[src/rtl/iter_counter_pkg.sv]
// ============================================================================
// iter_counter_pkg : shared state/mode definitions for iter_counter
// Rev 1.0
// ============================================================================
`default_nettype none

package iter_counter_pkg;

  typedef enum logic [0:0] {
    IDLE = 1'b0,
    RUN  = 1'b1
  } state_t;

  localparam logic [0:0] ST_IDLE = 1'b0;
  localparam logic [0:0] ST_RUN  = 1'b1;

  localparam logic MODE_ONESHOT  = 1'b0;
  localparam logic MODE_PERIODIC = 1'b1;

endpackage

`default_nettype wire

[src/rtl/iter_counter.sv]
// ============================================================================
// iter_counter : loadable down counter with start/done handshake,
//                one-shot / periodic modes, stall and abort
// Rev 1.0
// ============================================================================
`default_nettype none

module iter_counter
  import iter_counter_pkg::*;
#(
  parameter int MAX_COUNT = 32,
  localparam int W = $clog2(MAX_COUNT + 1)
) (
  input  logic         clk,
  input  logic         rst_n,
  input  logic         start,
  input  logic [W-1:0] load_val,
  input  logic         mode,
  input  logic         en,
  input  logic         abort,
  output logic [W-1:0] count,
  output logic         ready,
  output logic         busy,
  output logic         tick,
  output logic         done
);

  localparam logic [W-1:0] SAT_VAL = W'(MAX_COUNT);
  localparam logic [W-1:0] ONE     = W'(1);

  logic [0:0]   state;
  logic [W-1:0] reload;
  logic         mode_r;
  logic [W-1:0] w_cap;

  assign w_cap = (load_val > SAT_VAL) ? SAT_VAL : load_val;
  assign busy  = (state == ST_RUN);
  assign ready = (state == ST_IDLE);

  always_ff @(posedge clk or negedge rst_n) begin
    if (!rst_n) begin
      state  <= ST_IDLE;
      count  <= '0;
      reload <= '0;
      mode_r <= MODE_ONESHOT;
      tick   <= 1'b0;
      done   <= 1'b0;
    end else begin
      tick <= 1'b0;
      done <= 1'b0;
      case (state)
        ST_IDLE: begin
          if (start) begin
            reload <= w_cap;
            mode_r <= mode;
            count  <= w_cap;
            // A zero-iteration request completes immediately without going busy
            if (w_cap == '0) begin
              tick <= 1'b1;
              done <= 1'b1;
            end else begin
              state <= ST_RUN;
            end
          end
        end
        ST_RUN: begin
          if (abort) begin
            state <= ST_IDLE;
            count <= '0;
          end else if (en) begin
            if (count > ONE) begin
              count <= count - ONE;
            end else begin
              tick <= 1'b1;
              if (mode_r == MODE_PERIODIC) begin
                count <= reload;
              end else begin
                count <= '0;
                state <= ST_IDLE;
                done  <= 1'b1;
              end
            end
          end
        end
        default: begin
          state <= ST_IDLE;
          count <= '0;
        end
      endcase
    end
  end

endmodule

`default_nettype wire
[config.mk]
export PLATFORM = sky130hd
export DESIGN_NAME = iter_counter
export DESIGN_NICKNAME = d
export VERILOG_FILES = /design/src/rtl/iter_counter_pkg.sv /design/src/rtl/iter_counter.sv
export SDC_FILE = /design/constraint.sdc
export NUM_CORES = 1
export LEC_CHECK = 0
export CORE_MARGIN = 2
export CORE_UTILIZATION = 51
export CTS_CLUSTER_SIZE = 14
export DETAILED_ROUTE_END_ITERATION = 8
export PLACE_DENSITY = 0.89
export SLEW_MARGIN = 20
export SYNTH_ARGS = -nofsm -noshare
export SYNTH_HDL_FRONTEND = slang
export SYNTH_SLANG_ARGS = --single-unit
[constraint.sdc]
create_clock -name clk -period 2.9 [get_ports clk]
set_input_delay 0.58 -clock clk [delete_from_list [all_inputs] [get_ports clk]]
set_output_delay 0.58 -clock clk [all_outputs]
set_load 0.01 [all_outputs]
* After elaboration in Yosys (flattened, before gate mapping)
Index checks and enable logic that the tools add are counted. Widths: inputs -> output; s select.
Cells by class: bitwise gates (word level) 1, reductions and logical operators 3, add/subtract/negate cells 1, mux-type cells 25, $lt $le $gt $ge 2, equal/unequal tests 2
Operators with widths (number):
- $mux 6 | 6
- $mux 1 | 15
- $pmux 6 s2 | 1
- $gt 6x1->1 const B | 1
- $gt 6x6->1 const B | 1
- $logic_not 6->1 | 1
- $pmux 1 s2 | 3
- $sub 6x1->6 const B | 1
- $reduce_and 2->1 | 2
- $ne 3x3->1 const B | 1
- $ne 2x2->1 const B | 1
- $not 1->1 | 1
Storage, ports and cells: register bits 16, logic and storage cells 40, input port bits 12

* Depth between registers and ports, before layout
Gate-level depths: netlist of run 1.
depth in word-level cells 6, gate-level depth with buffers 7, depth with buffers taken out 6

* Worst setup path after synthesis of run 1
Ideal clock, no wire load.
path kind flip-flop to flip-flop, from register count[2], to register count[2], setup time 0.075 ns, buffers on the path 1, data arrival time 1.733 ns, cell stages (with the launch flop) 6, setup slack 1.092 ns, cells stage by stage dfrtp_1 or3_4 or3_1 buf_6 mux2_4 o21ai_2
On the way: longest elaborated chain between the ends 5, elaborated cells between the ends (all ways) 6, those cells by class 1 x add/sub; 1 x order compare; 4 x mux
RTL lines:
- from (decl) | RTL line iter_counter.sv:21 | output logic [W-1:0] count,
- from (signal assigned) | RTL line iter_counter.sv:56 | count <= w_cap;
- from (signal assigned) | RTL line iter_counter.sv:72 | count <= count - ONE;
- from (signal assigned) | RTL line iter_counter.sv:76 | count <= reload;
- $sub 6x1->6 / $gt 6x1->1 (equally long branches) | RTL line iter_counter.sv:72, iter_counter.sv:71
- $mux 6 * | RTL line iter_counter.sv:71 | if (count > ONE) begin
- $mux 6 * | RTL line iter_counter.sv:70 | end else if (en) begin
- $mux 6 * | RTL line iter_counter.sv:67 | if (abort) begin
- $pmux 6 s2 * | RTL line iter_counter.sv:51 | case (state)
Mark *: on every way between the ends. The rest lies on a longest branch, timed or not. The select of a mux whose other input is x is not followed. A chain may end at the register's enable or synchronous reset.

* Final worst setup path of run 1
from register count[2], to register count[0]
On the way: longest elaborated chain between the ends 5
RTL lines (RTL line):
- $gt 6x1->1 | iter_counter.sv:71
- $mux 6 | iter_counter.sv:71
- $mux 6 | iter_counter.sv:70
- $mux 6 | iter_counter.sv:67
- $pmux 6 s2 | iter_counter.sv:51
Every way passes these cells. The select of a mux whose other input is x is not followed.

==> results of run 1 <==
[placed cells by master, fill, tap and decap left out, types with 2 or more instances in the layout]
cell             instances
clkdlybuf4s50_1         21
dfrtp_1                 16
nand2_1                  7
mux2_2                   6
inv_1                    4
nor2_1                   4
nor3_1                   3
nor3b_1                  3
o21ai_0                  3
a22oi_1                  3
a22o_1                   3
clkbuf_4                 3
nand2b_1                 2
o22ai_1                  2
nand3_1                  2
xnor2_1                  2
mux2_4                   2
o21ai_2                  2
ha_1                     2
[final cells by class]
class                   instances  area, um2  share of cell area [%]
multi-input cells              62        459                    40.7
clock buffers                   3       22.5                    2.00
well taps                      17       21.3                    1.88
repair buffers                 21        210                    18.6
inverters                       4       15.0                    1.33
flip-flops and latches         16        400                    35.5
[worst max-delay path: cells and delay by family, from the launching register on]
kind	cells	cell delay [ps]
AOI/OAI and AO/OA	1	150
DFF	1	460
muxes	1	390
and+or+nand+nor	2	920
[metal layers]
| layer | vias up | track usage [%] |
|---|---|---|
| met2 | 18 | 29.2 |
| li1 | 358 | - |
| met4 | 0 | 10.9 |
| met3 | 4 | 5.16 |
| met5 | - | 0 |
| met1 | 353 | 30.2 |
[cell families after synthesis]
kind of cell / after synthesis
simple gates: 27
compound gates: 22
flops: 16
mux: 8
buf+inv: 7
xor+xnor: 3
fa+ha+maj: 2
[power breakdown]
group	internal [mW]	total (mW)	switching [mW]	leakage, nW
clock network	0.0483	0.116	0.0677	0.0138
logic	0.255	0.449	0.195	0.259
registers	0.280	0.351	0.0704	0.205
total	0.583	0.916	0.333	0.478
[registers in the layout (all words and copies together), names as in the netlist]
register / flops
mode_r: 1
done: 1
tick: 1
busy: 1
count: 6
reload: 6
[worst paths after layout]
kind | end | slack, ps | from | cells past startpoint
max in group asynchronous | reload[4]$_DFFE_PN0P_ | 1740 | rst_n | 1
hold reg to reg | reload[3]$_DFFE_PN0P_ | 480 | reload[3]$_DFFE_PN0P_ | 1
setup / recovery | count[0]$_DFFE_PN0P_ | 900 | count[2]$_DFFE_PN0P_ | 4
min in group asynchronous | count[0]$_DFFE_PN0P_ | 710 | rst_n | 1
hold / removal | reload[3]$_DFFE_PN0P_ | 480 | reload[3]$_DFFE_PN0P_ | 1
setup reg to reg | count[0]$_DFFE_PN0P_ | 900 | count[2]$_DFFE_PN0P_ | 4
[through the flow]
stage,hold WS (ps),std cells,cell area [um2],total power [mW]
after floorplan,284,85,893,0.660
after global placement,461,120,1110,0.789
after detailed placement,467,120,1110,0.801
after CTS,489,123,1130,0.922
after global routing,525,123,1130,0.986
final,483,123,1130,0.916
[Yosys cell counts, drive strengths merged]
master,instances
ha,2
o311a,1
nor2b,1
xnor2,2
nand2b,2
or3,2
dfrtp,16
o31ai,1
mux2,8
or4,1
buf,1
a21o,1
nor3,3
inv,4
nor3b,3
clkbuf,2
o21ai,5
a31oi,1
a21boi,1
nand2,7
nand3,2
nand3b,1
a211o,1
a22oi,3
nor4,1
nor2,4
o22ai,2
o221ai,1
a22o,3
a211oi,1
xor2,1
a21oi,1
==> results.cfg, run 1 <==
[status]
status = finished, final reports clean

[cts]
clockBufferDepth = 2
clkTransAtPathRegs_ps = 90
hold_buffers = 0
htree_num_levels = 1
numClockSinks = 16
cts-root-buf = clkbuf_4
clk_latency_ps = 290
cts_resized = 0
post_cts_buffers = 0
cts_tree = built
cts_buffers = 3

[drt]
drt-pass1-iter-count = 4
num_vias = 733
wl_um = 1880
top_layer = met4
routed_via_density = 5.96
ant_nets = 0
met2_length_um = 876
drc = 0
drt_iter0_markers = 27
wire_per_inst_um = 15.3
routed-wl-met3_um = 67
wl_met1_um = 915

[floorplan]
fp.dieW_um = 45.9
dieArea_um2 = 2100
num_rows = 15
ios = 22
core_area_um2 = 1690
die_h_um = 45.9
start_util_pct = 52.9

[yosys]
yosysSeqAreaShare_pct = 44.8
syn_inst = 85
ys_warn_count = 0
netlist_area_um2 = 893
synth_top_family_by_area = compound AO/OA/AOI/OAI gates
synth-seq-cells = 16
synth_top_area_share_pct = 44.8
synthesis.nets = 99
synth.distinct_cells = 35
synth_area_leaders = dfrtp_1 (45%), mux2_2 (7.6%), mux2_4 (3.4%)
synthAdderAreaFrac_pct = 2.80
syn_area_per_cell_um2 = 10.5
synth_xor_area_share_pct = 2.94
synth_top_area_cell = dfrtp_1
synth.area.mux_share_pct = 10.9
synthSimpleGateAreaFrac_pct = 16.4
synth_compound_area_share_pct = 18.3

[global_routing]
grt_max_degree = 17
grtUsageTotal_pct = 21.1
antenna_found_initial = 0
grt_pass1_wl_um = 3130
grt_pass1_vias = 677
grt-ovfl-total = 0

[timing]
skew_ps = 0.508
slew_viol_final = 0
period_share_pct = 68.9
clock.fmax_mhz = 500
hold_violations = 0
fin_crit_ps = 2000
rsz0062_at_grt = no
finalSetupViolCount = 0
slew_headroom_pct = 52.2
tns_ps = 0
worstMarginPinSlew_ps = 715
setup_slack_ps = 901

[place]
place_congestion = 0.859
place_ws_ps = 728
place_hpwl_um = 1400
io_buffers = 21

[critical_path]
max_stage_delay_ps = 490
path_cells = or3_4 > nor3_1 > mux2_2 > o21ai_0
cp-start-kind = flop
worstSetupEndpointType = flop
crit_slowest_cell = nor3_1
worst-path-max-fanout = 6
cp.required_ps = 3110
crit_arrival_ps = 2210
path_class = flop to flop

[pwr]
max-vdd-ir-drop_mv = 0.367
power_density_nw_per_um2 = 812
leakagePower_nw = 0.478

[final_layout]
final_nets = 122
layout-drive-gt1-share_pct = 14.2
syn2layout_area_growth_pct = 26.3
antenna_cells = 0
finalCoreUtilization_pct = 66.8
nFillCells = 141

[min_path]
hp-class = flop to flop

[run]
cap_violations = 0
Power figures use the tool's default switching activity.
==> run 2: changes to the inputs <==
--- a/config.mk
+++ b/config.mk
@@ -6,10 +6,10 @@
 export NUM_CORES = 1
 export LEC_CHECK = 0
 export CORE_MARGIN = 2
-export CORE_UTILIZATION = 51
+export CORE_UTILIZATION = 43
 export CTS_CLUSTER_SIZE = 14
 export DETAILED_ROUTE_END_ITERATION = 8
-export PLACE_DENSITY = 0.89
+export PLACE_DENSITY = 0.81
 export SLEW_MARGIN = 20
 export SYNTH_ARGS = -nofsm -noshare
 export SYNTH_HDL_FRONTEND = slang
==> constraint.sdc (replaced) <==
create_clock -name clk -period 1.7 [get_ports clk]
set_input_delay 0.34 -clock clk [delete_from_list [all_inputs] [get_ports clk]]
set_output_delay 0.34 -clock clk [all_outputs]
set_load 0.01 [all_outputs]
==> run 2 against run 1 <==
Effect of this change:
- final cell count is 25% higher
- flip-flop and latch count is the same
- worst setup slack got worse by 880 ps
- register-to-register slack got worse by 880 ps
- clock skew rose by 1.1 ps
- final area increased by 19%
- first-iteration DRC count up 120%
- critical endpoint is now count[3]$_DFFE_PN0P_
==> results.cfg, run 2 (synthesized netlist as in run 1, its figures left out) <==
[place]
io_buffers = 21
place_hpwl_um = 1720
place_congestion = 0.838
placedCellCount = 149

[cts]
numClockSinks = 16
clkTransAtPathRegs_ps = 100
cts_buffers = 3
clk_latency_ps = 290
cts-root-buf = clkbuf_4
clockBufferDepth = 2
cts_tree = built
htree_num_levels = 1

[global_routing]
antenna_found_initial = 0
grt_pass1_vias = 823
grt-ovfl-total = 0
grt_pass1_wl_um = 3750
grt_max_degree = 17
grtUsageTotal_pct = 20.0

[timing]
skew_ps = 1.57
slew_viol_final = 0
tns_ps = 0
rsz0062_at_grt = yes
finalSetupViolCount = 0
clock.fmax_mhz = 596
slew_headroom_pct = 76.9
hold_violations = 0
period_share_pct = 98.6
worstMarginPinSlew_ps = 347
fin_crit_ps = 1680

[pwr]
pwr-share-comb_pct = 56.3
power_density_nw_per_um2 = 1400
clockPowerShare_pct = 13.6
seq_power_share_pct = 30.1
leakagePower_nw = 0.602
swShare_pct = 35.5
p_switching_mw = 0.671
max-vdd-ir-drop_mv = 0.816
p_int_mw = 1.22

[critical_path]
path_class = flop to flop
cp.required_ps = 1920
worst-path-max-fanout = 4
r2r-start = count[4]$_DFFE_PN0P_
worstSetupEndpointType = flop
startpoint = count[4]$_DFFE_PN0P_
cp-start-kind = flop
crit_arrival_ps = 1900

[drt]
num_vias = 867
wire_per_inst_um = 15.0
wl_um = 2320
drt-pass1-iter-count = 4
drt_iter0_markers = 59
drc = 0
routed_via_density = 5.63
ant_nets = 0

[final_layout]
finalCoreUtilization_pct = 68.7
layout-drive-gt1-share_pct = 35.4
top_regs = count: 6 flops, reload: 6 flops
nFillCells = 153
finalNonFillerCells = 154
final_cell_mix = buf_4 (20), clkdlybuf4s50_1 (19), dfrtp_1 (14)
layout_commonest_cell = buf_4
final_nets = 142
syn2layout_area_growth_pct = 50.8
antenna_cells = 0

[floorplan]
dieArea_um2 = 2460
core_area_um2 = 1960
start_util_pct = 45.5
fp.dieW_um = 49.6
die_h_um = 49.6
num_rows = 16
ios = 22

[status]
status = finished, final reports clean

[run]
cap_violations = 0

[min_path]
hp-class = primary input to async pin
run 2: worst paths after layout:
kind / endpoint / slack, ps / depth (start not counted)
min reg2reg: reload[3]$_DFFE_PN0P_ / 500 / 1
max reg2reg: count[3]$_DFFE_PN0P_ / 20 / 4
min: count[1]$_DFFE_PN0P_ / 350 / 2
min in group clk: reload[3]$_DFFE_PN0P_ / 500 / 1
max in group asynchronous: busy$_DFF_PN0_ / 1150 / 2
max: count[3]$_DFFE_PN0P_ / 20 / 4
run 2: worst max-delay path, cell delays in order (launching register included):
cell and delay, ps:
dfrtp_1 390, or3_4 420, or3_4 390, mux2_4 310
o21ai_2 100
run 2: power groups by stage:
stage | Sequential (mW) | Clock (mW) | Combinational, mW
after floorplan | 0.596 | 0 | 0.532
after global routing | 0.579 | 0.268 | 1.14
after detailed placement | 0.567 | 0 | 0.981
after CTS | 0.558 | 0.256 | 1.01
after global placement | 0.560 | 0 | 0.957
final | 0.568 | 0.257 | 1.06
run 2: cell type report:
| cell class | count | area [um2] | share of cell area, % |
|---|---|---|---|
| sequential | 16 | 403 | 29.9 |
| multi-input combinational | 62 | 498 | 37.0 |
| inverter | 4 | 15.0 | 1.11 |
| tap | 27 | 33.8 | 2.51 |
| clock buffer | 4 | 36.3 | 2.69 |
| timing repair buffer | 41 | 362 | 26.8 |
run 2: per-layer routing:
layer / track usage [%] / vias to the layer above / share of wire, %
li1: - / 400 / -
met3: 2.12 / 9 / 5.6
met2: 34.2 / 50 / 50
met1: 24.6 / 408 / 42
met4: 10.6 / 0 / 2.5
met5: 0 / - / 0
run 2: stage by stage:
stage                     power [mW]  hold WS [ps]  instance area, um2  setup WS (ps)
final                           1.89           354                1350           23.5
after CTS                       1.83           358                1320           5.50
after global placement          1.52           461                1260          -98.1
after global routing            1.99           375                1350          -10.0
after detailed placement        1.55           471                1260           -156
after floorplan                 1.13          44.4                 895          -50.0
run 2: timing repair:
action                                  in CTS  in global routing
hold endpoints to repair                     0                  0
hold buffers                                 0                  0
endpoints found under the setup margin       9                  6
gates resized for setup                      4                  8
setup buffers                                1                  0
pin swaps                                    0                  1
